==> src/rtl/alu_pkg.sv <==
// Shared types for the ALU sharing block: opcode encoding, arbiter FSM states.
// Optional feature macro used by the block: ALU_SHARE_OPCHECK_EN.
package alu_pkg;

    typedef enum logic [3:0] {
        ADD  = 4'd0,
        SLL  = 4'd1,
        SLT  = 4'd2,
        SLTU = 4'd3,
        XOR  = 4'd4,
        SRL  = 4'd5,
        SRA  = 4'd6,
        OR   = 4'd7,
        AND  = 4'd8,
        SUB  = 4'd9
    } alu_op_e;

    localparam logic [3:0] ALU_OP_MAX = 4'd9;

    typedef enum logic [1:0] {
        IDLE = 2'd0,
        EXEC = 2'd1,
        RESP = 2'd2
    } arb_state_e;

    // Opcodes above ALU_OP_MAX have no defined operation.
    function automatic logic is_illegal_op(input logic [3:0] op);
        return (op > ALU_OP_MAX);
    endfunction

endpackage

==> src/rtl/ALU.sv <==
// Combinational 32-bit unsigned ALU; unknown opcodes return zero.
module ALU
    import alu_pkg::*;
(
    input  logic [31:0] A,
    input  logic [31:0] B,
    input  logic [3:0]  alu_op,
    output logic [31:0] C
);

    logic shift_oob;

    // Shifts by 32 or more clear the result.
    always_comb begin
        shift_oob = (B > 32'd31);
        C         = '0;
        case (alu_op_e'(alu_op))
            ADD:       C = A + B;
            SLL:       C = shift_oob ? '0 : (A << B[4:0]);
            SLT, SLTU: C = {31'd0, (A < B)};
            XOR:       C = A ^ B;
            SRL, SRA:  C = shift_oob ? '0 : (A >> B[4:0]);
            OR:        C = A | B;
            AND:       C = A & B;
            SUB:       C = A - B;
            default:   C = '0;
        endcase
    end

endmodule

==> src/rtl/alu_share_arbiter_rr_arbiter.sv <==
// Combinational round-robin picker: search starts one past last_grant and wraps.
module rr_arbiter #(
    parameter int N_REQ = 2,
    parameter int IW    = $clog2(N_REQ)
) (
    input  logic [N_REQ-1:0] req,
    input  logic [IW-1:0]    last_grant,
    output logic [N_REQ-1:0] grant,
    output logic [IW-1:0]    grant_idx
);

    int unsigned idx;
    logic        found;

    // First requester found after last_grant, in wrap-around order, wins.
    always_comb begin
        grant     = '0;
        grant_idx = '0;
        found     = 1'b0;
        idx       = 0;
        for (int unsigned i = 1; i <= N_REQ; i++) begin
            idx = (32'(last_grant) + i) % N_REQ;
            if (!found && req[idx]) begin
                found      = 1'b1;
                grant[idx] = 1'b1;
                grant_idx  = IW'(idx);
            end
        end
    end

endmodule

==> src/rtl/alu_share_arbiter.sv <==
// Shares one ALU among N_REQ requesters: round-robin grant, one registered
// ALU stage, per-requester response handshake. Optional opcode checking and
// error counting are enabled by defining ALU_SHARE_OPCHECK_EN.
module alu_share_arbiter
    import alu_pkg::*;
#(
    parameter int N_REQ = 2,
    parameter int W     = 32
) (
    input  logic                    clk,
    input  logic                    rst_n,
    input  logic [N_REQ-1:0]        req_valid,
    output logic [N_REQ-1:0]        req_ready,
    input  logic [N_REQ-1:0][W-1:0] req_a,
    input  logic [N_REQ-1:0][W-1:0] req_b,
    input  logic [N_REQ-1:0][3:0]   req_op,
    output logic [N_REQ-1:0]        rsp_valid,
    input  logic [N_REQ-1:0]        rsp_ready,
    output logic [W-1:0]            rsp_data,
    output logic                    rsp_err,
    output logic                    busy
);

    localparam int IW = $clog2(N_REQ);

    arb_state_e     state, state_nx;
    logic [IW-1:0]  last_grant;
    logic [IW-1:0]  cur_id;
    logic [W-1:0]   op_a;
    logic [W-1:0]   op_b;
    logic [3:0]     op_op;
    logic [N_REQ-1:0] grant;
    logic [IW-1:0]  grant_idx;
    logic [31:0]    alu_c;
    logic           accept;

    rr_arbiter #(
        .N_REQ(N_REQ),
        .IW   (IW)
    ) u_rr (
        .req       (req_valid),
        .last_grant(last_grant),
        .grant     (grant),
        .grant_idx (grant_idx)
    );

    ALU u_alu (
        .A     (op_a),
        .B     (op_b),
        .alu_op(op_op),
        .C     (alu_c)
    );

    // FSM state register.
    always_ff @(posedge clk or negedge rst_n) begin
        if (!rst_n) state <= IDLE;
        else        state <= state_nx;
    end

    // Next state and handshake outputs.
    always_comb begin
        state_nx  = state;
        req_ready = '0;
        rsp_valid = '0;
        accept    = 1'b0;
        busy      = (state != IDLE);
        case (state)
            IDLE: begin
                req_ready = grant;
                accept    = |req_valid;
                if (accept) state_nx = EXEC;
            end
            EXEC: state_nx = RESP;
            RESP: begin
                rsp_valid[cur_id] = 1'b1;
                if (rsp_ready[cur_id]) state_nx = IDLE;
            end
            default: state_nx = IDLE;
        endcase
    end

    // Operand capture on acceptance, result capture leaving EXEC.
    always_ff @(posedge clk or negedge rst_n) begin
        if (!rst_n) begin
            last_grant <= IW'(N_REQ - 1);
            cur_id     <= '0;
            op_a       <= '0;
            op_b       <= '0;
            op_op      <= '0;
            rsp_data   <= '0;
        end else begin
            if (accept) begin
                op_a       <= req_a[grant_idx];
                op_b       <= req_b[grant_idx];
                op_op      <= req_op[grant_idx];
                cur_id     <= grant_idx;
                last_grant <= grant_idx;
            end
            if (state == EXEC) rsp_data <= alu_c;
        end
    end

`ifdef ALU_SHARE_OPCHECK_EN
    logic [7:0] err_cnt;

    // Illegal-opcode flag and saturating error count, updated leaving EXEC.
    always_ff @(posedge clk or negedge rst_n) begin
        if (!rst_n) begin
            rsp_err <= 1'b0;
            err_cnt <= '0;
        end else if (state == EXEC) begin
            rsp_err <= is_illegal_op(op_op);
            if (is_illegal_op(op_op) && (err_cnt != 8'hFF)) err_cnt <= err_cnt + 8'd1;
        end
    end
`else
    assign rsp_err = 1'b0;
`endif

endmodule

==> config.mk <==
export PLATFORM = sky130hd
export DESIGN_NAME = alu_share_arbiter
export DESIGN_NICKNAME = d
export VERILOG_FILES = /design/src/rtl/alu_pkg.sv /design/src/rtl/ALU.sv /design/src/rtl/alu_share_arbiter_rr_arbiter.sv /design/src/rtl/alu_share_arbiter.sv
export SDC_FILE = /design/constraint.sdc
export NUM_CORES = 1
export LEC_CHECK = 0
export ABC_CLOCK_PERIOD_IN_PS = 4000
export CORE_AREA = 8 8 177 162
export CTS_BUF_LIST = sky130_fd_sc_hd__clkbuf_4
export CTS_CLUSTER_DIAMETER = 200
export CTS_CLUSTER_SIZE = 16
export DETAILED_ROUTE_END_ITERATION = 6
export DIE_AREA = 0 0 185 170
export HOLD_SLACK_MARGIN = 0.05
export PLACE_DENSITY_LB_ADDON = 0.2
export SLEW_MARGIN = 20
export SYNTH_ARGS = -nofsm -noshare
export SYNTH_HDL_FRONTEND = slang
export SYNTH_SLANG_ARGS = --single-unit
==> constraint.sdc <==
create_clock -name clk -period 4 [get_ports clk]
set_clock_uncertainty 0.05 [all_clocks]
set_input_delay 1.2 -clock clk [delete_from_list [all_inputs] [get_ports clk]]
set_output_delay 1.2 -clock clk [all_outputs]
set_load 0.05 [all_outputs]
==> impl_metrics.json <==
{
  "use_met3_pct": 8.634,
  "root_buffer": "clkbuf_4",
  "globalplace.congestion": 1.030,
  "finalCritPeriodShare_pct": 94.48,
  "first_global_vias": 13378,
  "fin_nets": 2080,
  "tns_ps": 0,
  "groute.usage.overall_pct": 33.22,
  "post_cts.repair.setup_buffers": 0,
  "syn_to_final_growth_pct": 20.81,
  "drtAntennaViolNets": 0,
  "path_class": "flop to flop",
  "worstMarginPinSlew_ps": 923.9,
  "synthCells": 1679,
  "synth_seq_cells": 104,
  "cts_resized": 0,
  "dieArea_um2": 31450,
  "cts_sinks": 104,
  "cp.arrival_ps": 4210,
  "worstSetupEndpointType": "flop",
  "critPathBufInv": 1,
  "syn_nets": 1923,
  "grt_max_degree": 137,
  "setup_viol": 0,
  "final_layout_size_suffix_gt1_share_pct": 10.21,
  "crit_top_cell": "o211ai_1",
  "ioPinCount": 180,
  "status": "finished, final reports clean",
  "start_util_pct": 50.12,
  "synth-seq-area-share_pct": 20.26,
  "path_delay_family": "compound AO/OA/AOI/OAI gates",
  "worst_setup_path_start_kind": "flop",
  "rows": 56,
  "h-tree-depth": 3,
  "clk_pin_slew_ps": 210,
  "die_w_um": 185,
  "cts_tree": "yes",
  "worstHoldStart": "rsp_data[19]",
  "firstDrtPassIters": 6,
  "top_usage_layer": "met2",
  "use_met2_pct": 47.59,
  "core_um2": 25640,
  "numCtsBuffers": 9,
  "grt_pass1_wl_mm": 80.52,
  "met1_usage_pct": 47.34,
  "clockBufferDepth": 2,
  "worst_hold_path_type": "flop to flop",
  "max_cap_violations": 0,
  "die_h_um": 170,
  "min_path_cells": 2,
  "slowest_delay_ps": 540,
  "fin_crit_ps": 3779,
  "antenna_found_initial": 2,
  "synth_cell_type_count": 88,
  "cp_max_fo": 8,
  "drc": 0,
  "clk_latency_ps": 550,
  "ys_warn_count": 0,
  "synthFlopType": "dfrtp_1",
  "slew_violations": 0,
  "syn_area_per_cell_um2": 7.655,
  "wire_per_inst_um": 24.38,
  "syn_area_um2": 12850,
  "holdBufCountCts": 0,
  "synth_edf_count": 0,
  "reg2reg_from": "op_a[0]",
  "required_ps": 4440,
  "vias": 14190,
  "hpwl_mm": 42.35,
  "worst_path_max_delay_cell": "dfrtp_1",
  "relSlewSlack_pct": 38.41,
  "drtIter0Drc": 1923,
  "rsz0062_at_grt": "no",
  "vias_per_cell": 6.476,
  "r2r_slack_ps": 220,
  "ff2ff_path_depth": 13,
  "layout.filler_cells": 2453,
  "overflow": 0,
  "r2r-end": "rsp_data[30]",
  "hold_path_end": "rsp_data[19]",
  "path_cells": "ha_1 -> inv_1 -> fa_1 -> nor2b_1 -> o211ai_1 -> a2111oi_2 -> o21ba_2 -> a31o_4 -> a221oi_4 -> o31ai_2 -> a31oi_1 -> or3_1 -> o211ai_1",
  "portBuffers": 178,
  "final-hold-violation-count": 0,
  "routed_wl_mm": 53.42,
  "synthArstFlopShare_pct": 100.0,
  "fmax_ghz": 0.2646,
  "place_inst": 2173,
  "fin_cells": 2191
}
worst max path at each step:
stage / startpoint / end / cells past startpoint
final: op_a[0] / rsp_data[30] / 13
after global routing: op_a[0] / rsp_data[30] / 13
after CTS: op_a[0] / rsp_data[30] / 13
after detailed placement: req_valid[1] / op_b[11] / 6
after global placement: req_valid[1] / req_ready[1] / 4
after floorplan: req_valid[1] / req_ready[1] / 4
layer usage:
| metal | up-vias | wire length (um) |
|---|---|---|
| met4 | 2 | 1984 |
| met1 | 6731 | 22620 |
| met2 | 932 | 21970 |
| met3 | 121 | 6841 |
| li1 | 6404 | - |
| met5 | - | 13 |
synthesized netlist by cell type (7+ instances only):
cell | count | share of area (%)
o21bai_1 | 12 | 0.70
and2_1 | 10 | 0.49
a22o_1 | 8 | 0.55
a21oi_1 | 130 | 5.1
o21ai_0 | 163 | 6.3
o22ai_1 | 18 | 0.88
xnor2_1 | 10 | 0.68
nor3_1 | 25 | 0.97
o221ai_1 | 22 | 1.5
a221oi_1 | 25 | 1.7
a31oi_1 | 11 | 0.54
a221o_1 | 10 | 0.78
mux4_2 | 27 | 4.7
ha_1 | 100 | 9.7
a211oi_1 | 18 | 1.1
nor2b_1 | 12 | 0.58
o211ai_1 | 18 | 1.1
buf_1 | 13 | 0.38
nor4_1 | 16 | 0.78
a21o_1 | 8 | 0.47
a2111oi_0 | 7 | 0.48
dfrtp_1 | 103 | 20
nand2_1 | 203 | 5.9
o21ai_1 | 15 | 0.58
a211o_1 | 7 | 0.48
nand2b_1 | 20 | 0.97
buf_2 | 25 | 0.97
mux2i_1 | 142 | 11
inv_1 | 98 | 2.9
nand3_1 | 18 | 0.70
mux2_2 | 7 | 0.61
clkbuf_1 | 86 | 2.5
a22oi_1 | 12 | 0.70
nor2_1 | 161 | 4.7
final cells by class:
| class | instances | area [um^2] | area share (%) |
|---|---|---|---|
| Clock inverter | 6 | 62.56 | 0.4029 |
| Inverter | 104 | 390.4 | 2.514 |
| Multi-Input combinational cell | 1344 | 9360 | 60.28 |
| Timing Repair Buffer | 273 | 2587 | 16.66 |
| Clock buffer | 10 | 75.07 | 0.4835 |
| Tap cell | 348 | 435.4 | 2.804 |
| Sequential cell | 104 | 2611 | 16.82 |
| Antenna cell | 2 | 5.005 | 0.03223 |
metrics by stage:
stage	setup WS (ps)	instance area, um^2	hold WS [ps]	utilization [%]
after floorplan	263.0	12850	446.7	-
after global placement	432.9	15380	401.5	59.99
after detailed placement	375.6	15380	423.6	59.99
after CTS	340.5	15520	461.7	60.53
after global routing	19.79	15530	481.5	60.55
final	220.6	15530	453.8	60.55
worst register-to-register path: cells and delay by family, from the launching register on:
kind                       cells  cell delay (ps)
AOI/OAI and AO/OA              8             1810
DFF                            1              540
buffers and inverters          1               80
and+or+nand+nor                2              550
adders and majority gates      2              720
placed cells by master (no fill, tap or decap), types with 15 or more instances in the layout:
cell	n
nand2_1	203
clkdlybuf4s50_1	175
o21ai_0	162
nor2_1	161
mux2i_1	142
a21oi_1	130
ha_1	100
dfrtp_1	99
inv_1	98
buf_4	90
mux4_2	27
nor3_1	25
a221oi_1	25
o221ai_1	22
nand2b_1	20
nand3_1	18
o22ai_1	18
o211ai_1	18
a211oi_1	18
nor4_1	16
o21ai_1	15
flip-flops by register name, summed over array words and instances, names as in the netlist:
register and count:
state 2, op_op 4, op_b 32, op_a 32
cur_id 1, rsp_data 32, last_grant 1
cell families (layout without fill, tap and decap cells):
kind of cell	after synthesis	after routing	share of synthesized area (%)
muxes	177	177	16.52
and+or+nand+nor	501	501	17.14
xor gates and xnor gates	12	12	0.8178
other	1	3	0.02918
adders and majority gates	102	102	10.05
AOI/OAI and AO/OA	551	551	28.05
buffers and inverters	231	393	7.136
DFF	104	104	20.26
Power is not shown: default switching activity piles up to over one toggle a cycle in this logic, so the estimate is an artifact.
